`src/rtl/board_io_pkg.sv`:
```
// Shared register addresses, the bus word type and the saturating counter helper
// used by the board input capture block.
package board_io_pkg;

    localparam logic [1:0] ADDR_SW   = 2'd0;
    localparam logic [1:0] ADDR_BTN  = 2'd1;
    localparam logic [1:0] ADDR_PEND = 2'd2;
    localparam logic [1:0] ADDR_SNAP = 2'd3;

    typedef logic [31:0] io_word_t;

    function automatic logic [7:0] sat_inc8(input logic [7:0] v);
        return (v == 8'hFF) ? v : v + 8'd1;
    endfunction

endpackage

```
`src/rtl/input_debounce.sv`:
```
// One board input: 2-FF synchroniser followed by a hold-time debouncer that accepts
// a new level only after it has been stable for DEBOUNCE_CYCLES cycles.
module input_debounce #(
    parameter int DEBOUNCE_CYCLES = 500000
) (
    input  logic clk,
    input  logic rst,
    input  logic raw,
    output logic level
);

    localparam int CNT_W = $clog2(DEBOUNCE_CYCLES + 1);
    localparam logic [CNT_W-1:0] CNT_LAST = CNT_W'(DEBOUNCE_CYCLES - 1);

    logic             r_sync1;
    logic             r_sync2;
    logic             r_level;
    logic [CNT_W-1:0] r_cnt;

    // Any return to the accepted level restarts the hold count from zero.
    always_ff @(posedge clk) begin
        if (rst) begin
            r_sync1 <= 1'b0;
            r_sync2 <= 1'b0;
            r_level <= 1'b0;
            r_cnt   <= '0;
        end else begin
            r_sync1 <= raw;
            r_sync2 <= r_sync1;
            if (r_sync2 == r_level) begin
                r_cnt <= '0;
            end else if (r_cnt == CNT_LAST) begin
                r_level <= r_sync2;
                r_cnt   <= '0;
            end else begin
                r_cnt <= r_cnt + CNT_W'(1);
            end
        end
    end

    assign level = r_level;

endmodule

```
`src/rtl/board_input_capture.sv`:
```
// Switch/button capture for the processor data space: debounce, press detect, sticky
// pending bits, switch snapshot and a 1-cycle read port. Optional INPUT_PRESS_COUNT_EN.
module board_input_capture
    import board_io_pkg::*;
#(
    parameter int NUM_SW          = 8,
    parameter int NUM_BTN         = 4,
    parameter int DEBOUNCE_CYCLES = 500000
) (
    input  logic               clk,
    input  logic               rst,
    input  logic [NUM_SW-1:0]  sw_in,
    input  logic [NUM_BTN-1:0] btn_in,
    input  logic               rd_en,
    input  logic [1:0]         rd_addr,
    output logic [31:0]        rd_data,
    output logic               irq
);

    logic [NUM_SW-1:0]  w_sw_lvl;
    logic [NUM_BTN-1:0] w_btn_lvl;
    logic [NUM_BTN-1:0] w_press;
    logic [NUM_BTN-1:0] r_btn_prev;
    logic [NUM_BTN-1:0] r_pend;
    logic [NUM_SW-1:0]  r_snap;
    logic [15:0]        w_snap_hi;
    logic               w_pend_clr;
    io_word_t           w_rd_mux;
    io_word_t           r_rd_data;
    logic               r_irq;

    for (genvar g = 0; g < NUM_SW; g++) begin : g_sw
        input_debounce #(.DEBOUNCE_CYCLES(DEBOUNCE_CYCLES)) u_db (
            .clk(clk), .rst(rst), .raw(sw_in[g]), .level(w_sw_lvl[g])
        );
    end

    for (genvar g = 0; g < NUM_BTN; g++) begin : g_btn
        input_debounce #(.DEBOUNCE_CYCLES(DEBOUNCE_CYCLES)) u_db (
            .clk(clk), .rst(rst), .raw(btn_in[g]), .level(w_btn_lvl[g])
        );
    end

    assign w_press    = w_btn_lvl & ~r_btn_prev;
    assign w_pend_clr = rd_en && (rd_addr == ADDR_PEND);

    // A press landing on the clearing edge is OR-ed in after the clear, so it survives.
    always_ff @(posedge clk) begin
        if (rst) begin
            r_btn_prev <= '0;
            r_pend     <= '0;
            r_snap     <= '0;
            r_rd_data  <= '0;
            r_irq      <= 1'b0;
        end else begin
            r_btn_prev <= w_btn_lvl;
            r_pend     <= (w_pend_clr ? '0 : r_pend) | w_press;
            r_irq      <= |r_pend;
            if (w_press[0]) r_snap <= w_sw_lvl;
            if (rd_en) r_rd_data <= w_rd_mux;
        end
    end

`ifdef INPUT_PRESS_COUNT_EN
    localparam int CNT_N = (NUM_BTN < 2) ? 2 : NUM_BTN;

    logic [CNT_N-1:0] w_press_ext;
    logic [7:0]       r_cnt [CNT_N];
    logic             w_snap_rd;

    assign w_press_ext = CNT_N'(w_press);
    assign w_snap_rd   = rd_en && (rd_addr == ADDR_SNAP);

    // Only the two counters visible in SNAP are cleared by reading it.
    always_ff @(posedge clk) begin
        if (rst) begin
            for (int i = 0; i < CNT_N; i++) r_cnt[i] <= '0;
        end else begin
            for (int i = 0; i < CNT_N; i++) begin
                if (w_snap_rd && (i < 2)) r_cnt[i] <= {7'd0, w_press_ext[i]};
                else if (w_press_ext[i])  r_cnt[i] <= sat_inc8(r_cnt[i]);
            end
        end
    end

    assign w_snap_hi = {r_cnt[1], r_cnt[0]};
`else
    assign w_snap_hi = 16'h0000;
`endif

    always_comb begin
        w_rd_mux = '0;
        case (rd_addr)
            ADDR_SW:   w_rd_mux[NUM_SW-1:0]  = w_sw_lvl;
            ADDR_BTN:  w_rd_mux[NUM_BTN-1:0] = w_btn_lvl;
            ADDR_PEND: w_rd_mux[NUM_BTN-1:0] = r_pend;
            default: begin
                w_rd_mux[NUM_SW-1:0] = r_snap;
                w_rd_mux[31:16]      = w_snap_hi;
            end
        endcase
    end

    assign rd_data = r_rd_data;
    assign irq     = r_irq;

endmodule
```
`config.mk`:
```
export PLATFORM = sky130hd
export DESIGN_NAME = board_input_capture
export DESIGN_NICKNAME = d
export VERILOG_FILES = /design/src/rtl/board_io_pkg.sv /design/src/rtl/input_debounce.sv /design/src/rtl/board_input_capture.sv
export SDC_FILE = /design/constraint.sdc
export NUM_CORES = 1
export LEC_CHECK = 0
export CORE_MARGIN = 1
export CORE_UTILIZATION = 50
export CTS_CLUSTER_DIAMETER = 50
export CTS_CLUSTER_SIZE = 12
export DETAILED_ROUTE_END_ITERATION = 10
export PLACE_DENSITY = 0.78
export SLEW_MARGIN = 0
export SYNTH_ARGS = -nofsm -noshare
export SYNTH_HDL_FRONTEND = slang
export SYNTH_HIERARCHICAL = 1
export SYNTH_SLANG_ARGS = --single-unit
```
`constraint.sdc`:
```
create_clock -name clk -period 5.45 [get_ports clk]
set_input_delay 1.09 -clock clk [delete_from_list [all_inputs] [get_ports clk]]
set_output_delay 1.09 -clock clk [all_outputs]
set_load 0.02 [all_outputs]
```
==> reports/qor.yml <==
pwr:
  p_total_mw: 4.07
  pwr_density_cell_mw_per_mm2: 283
  p_leak_nw: 4.24
  irDropWorstVdd_mv: 0.268
yosys:
  ys_ff_latch: 289
  synth_mux_area_frac: 0.0184
  synth_top_family_by_area: "simple AND/OR/NAND/NOR gates"
  yosysSeqAreaShare: 0.442
  synthAdderAreaFrac: 0.0115
  yosys.area.top_type_share: 0.442
  yosys_warnings: 6
  synthSimpleGateAreaFrac: 0.322
  postSynthCellCount: 1440
  synth_top_area_cell: "dfxtp_1"
  synth_area_per_cell_um2: 9.08
  synth_compound_area_frac: 0.0608
  synth_area_mm2: 0.0131
  synthTopCellsByArea: "dfxtp_1 44%, xnor2_1 7.5%, nor2_1 6.7%"
  synthDistinctLibCells: 49
  synth_xor_area_frac: 0.114
place:
  hpwl_um: 16600
  place_area_mm2: 0.0135
  placed_cells: 1773
  place_ws_ns: 2.65
  port_buffers: 25
  place.gp.congestion: 0.856
cells_and_area:
  drive_above_1_share: 0.0660
  area_growth_pct: 10.1
  fin_util: 0.567
  final_area_mm2: 0.0144
  nets: 1504
  mostFrequentLayoutCells: "289 x dfxtp_1, 234 x nor2_1, 112 x xnor2_1, 109 x nand3_1"
  multi_input_area_mm2: 0.00698
  stdcell_count: 1814
  antenna_cells: 0
  seqCellArea_mm2: 0.00579
  nFillCells: 2214
  final_common_cell: "dfxtp_1"
timing:
  worst_pin_slew_ns: 0.855
  fmax_mhz: 378
  timing.final.crit_share: 0.485
  tns_ns: 0
  min_period_ns: 2.64
  finClkSkew_ns: 0.0186
  slew-limit-headroom: 0.430
  timing.hold.ws_ns: 0.439
  hold_viol: 0
  fin_ws_ns: 2.81
  slew_violations: 0
  finalSetupViolations: 0
  rsz0062_at_grt: "false"
worst_hold_path:
  hold_path_class: "flip-flop to flip-flop"
  hold_depth: 1
drt:
  avgViaCountPerCell: 5.56
  wire_per_inst_um: 13.4
  drtAntennaViolNets: 0
  drt_iter0_markers: 541
  routed_wl_um: 24400
  drc: 0
  dr.pass1.iters: 5
  via_count: 10100
setup_path:
  cp-start-kind: "flip-flop"
  worst-setup-path-type: "flip-flop to output port"
  reg2reg_depth: 4
  crit_family: "buffers and inverters"
  required_ns: 4.36
  worstPathArrival_ns: 1.55
  cp_slowest_cell: "clkdlybuf4s50_1"
  end_kind: "output port"
  r2r_setup_slack_ns: 3.34
  crit_buf_inv: 1
  cp_slowest_stage_delay_ns: 0.62
  path_cells: "clkdlybuf4s50_1"
  crit_fanout: 2
  worst-path-stages: 1
clocking:
  ctsHoldBuffers: 0
  clock-sinks: 289
  cts.htree.levels: 1
  clk_path_buf_depth: 3
  clkSlewWorstSetupHoldPaths_ns: 0.06
  clkLatencyLatePin_ns: 0.55
  ctsRootBufferMaster: "clkbuf_16"
  post_cts_buffers: 0
  cts_resized: 0
  cts_buffers: 30
  cts_tree: "yes"
run:
  max-cap-violations: 0
floorplan:
  dieArea_mm2: 0.0268
  start_util: 0.515
  die_w_um: 164
  io_pins: 50
  rows: 58
  die_height_um: 164
  core-area_mm2: 0.0254
run_status:
  outcome: "completed"
global_route:
  overflow: 0
  grt_use_total: 0.183
  grt_max_degree: 86
  antenna_found_initial: 0
  grt_pass1_vias: 9385
  grt_pass1_wl_um: 42100
## synth_stat cells (all sizes together)
cell and number:
dfxtp 289, nor2 234, xnor2 112, nand3 109, nand4 72, nand2 68
a21oi 58, xor2 58, o21ai 47, buf 42, or4 33, nor2b 32
nor4 29, nor3 27, inv 26, and4 23, or3 23, and2 22
mux2i 15, nor4b 13, ha 12, nand2b 12, nor3b 12, nand4bb 11
o31ai 11, or2 11, or3b 11, or4b 11, a311oi 4, mux4 4
clkbuf 3, and3 2, a211oi 1, conb 1, nand3b 1, o221ai 1
## where the power goes
group          leakage [nW]  internal, mW  switching [mW]
Combinational          1.48        0.0281          0.0527
Clock                 0.432          1.09           0.768
Sequential             2.33          2.13         0.00707
## layer usage
layer  wire length, µm  share of wire  GRT usage  vias up
li1                  -              -          -     5118
met1             11800           0.48      0.239     4788
met2             11400           0.47      0.316      137
met3               775          0.032     0.0255       38
met4               422          0.017     0.0518        0
met5                 0              0          0        -
## kinds of logic (layout without fill, tap and decap cells)
| kind of cell | after synthesis | after routing |
|---|---|---|
| adders and majority gates | 12 | 12 |
| buffers and inverters | 71 | 92 |
| and+or+nand+nor | 756 | 756 |
| other | 1 | 24 |
| xor gates and xnor gates | 170 | 170 |
| muxes | 19 | 19 |
| AOI/OAI and AO/OA | 122 | 122 |
| DFF | 289 | 289 |
## final timing paths
path | startpoint | to
max | rd_data[1] | rd_data[1]
min | g_sw[4].u_db/r_sync1 | g_sw[4].u_db/r_sync2
max reg2reg | g_sw[0].u_db/r_cnt[5] | g_sw[0].u_db/r_cnt[7]
min reg2reg | g_sw[4].u_db/r_sync1 | g_sw[4].u_db/r_sync2
## area by class of cell
cell class              instances  share of cell area
multi-input cells            1103               0.485
flip-flops and latches        289               0.402
clock buffers                  36              0.0566
well taps                     330              0.0287
repair buffers                 25              0.0172
inverters                      26             0.00678
clock inverters                 5             0.00443
## sequential cells by signal, summed over array words and instances (netlist names)
| name | flops |
|---|---|
| g_btn.u_db/r_sync2 | 4 |
| rd_data | 8 |
| g_btn.u_db/r_cnt | 76 |
| g_btn.u_db/level | 4 |
| r_btn_prev | 4 |
| r_pend | 4 |
| g_sw.u_db/r_sync2 | 8 |
| g_btn.u_db/r_sync1 | 4 |
| r_snap | 8 |
| irq | 1 |
| g_sw.u_db/level | 8 |
| g_sw.u_db/r_sync1 | 8 |
| g_sw.u_db/r_cnt | 152 |
Note: power is estimated with default switching activity, not from simulation.
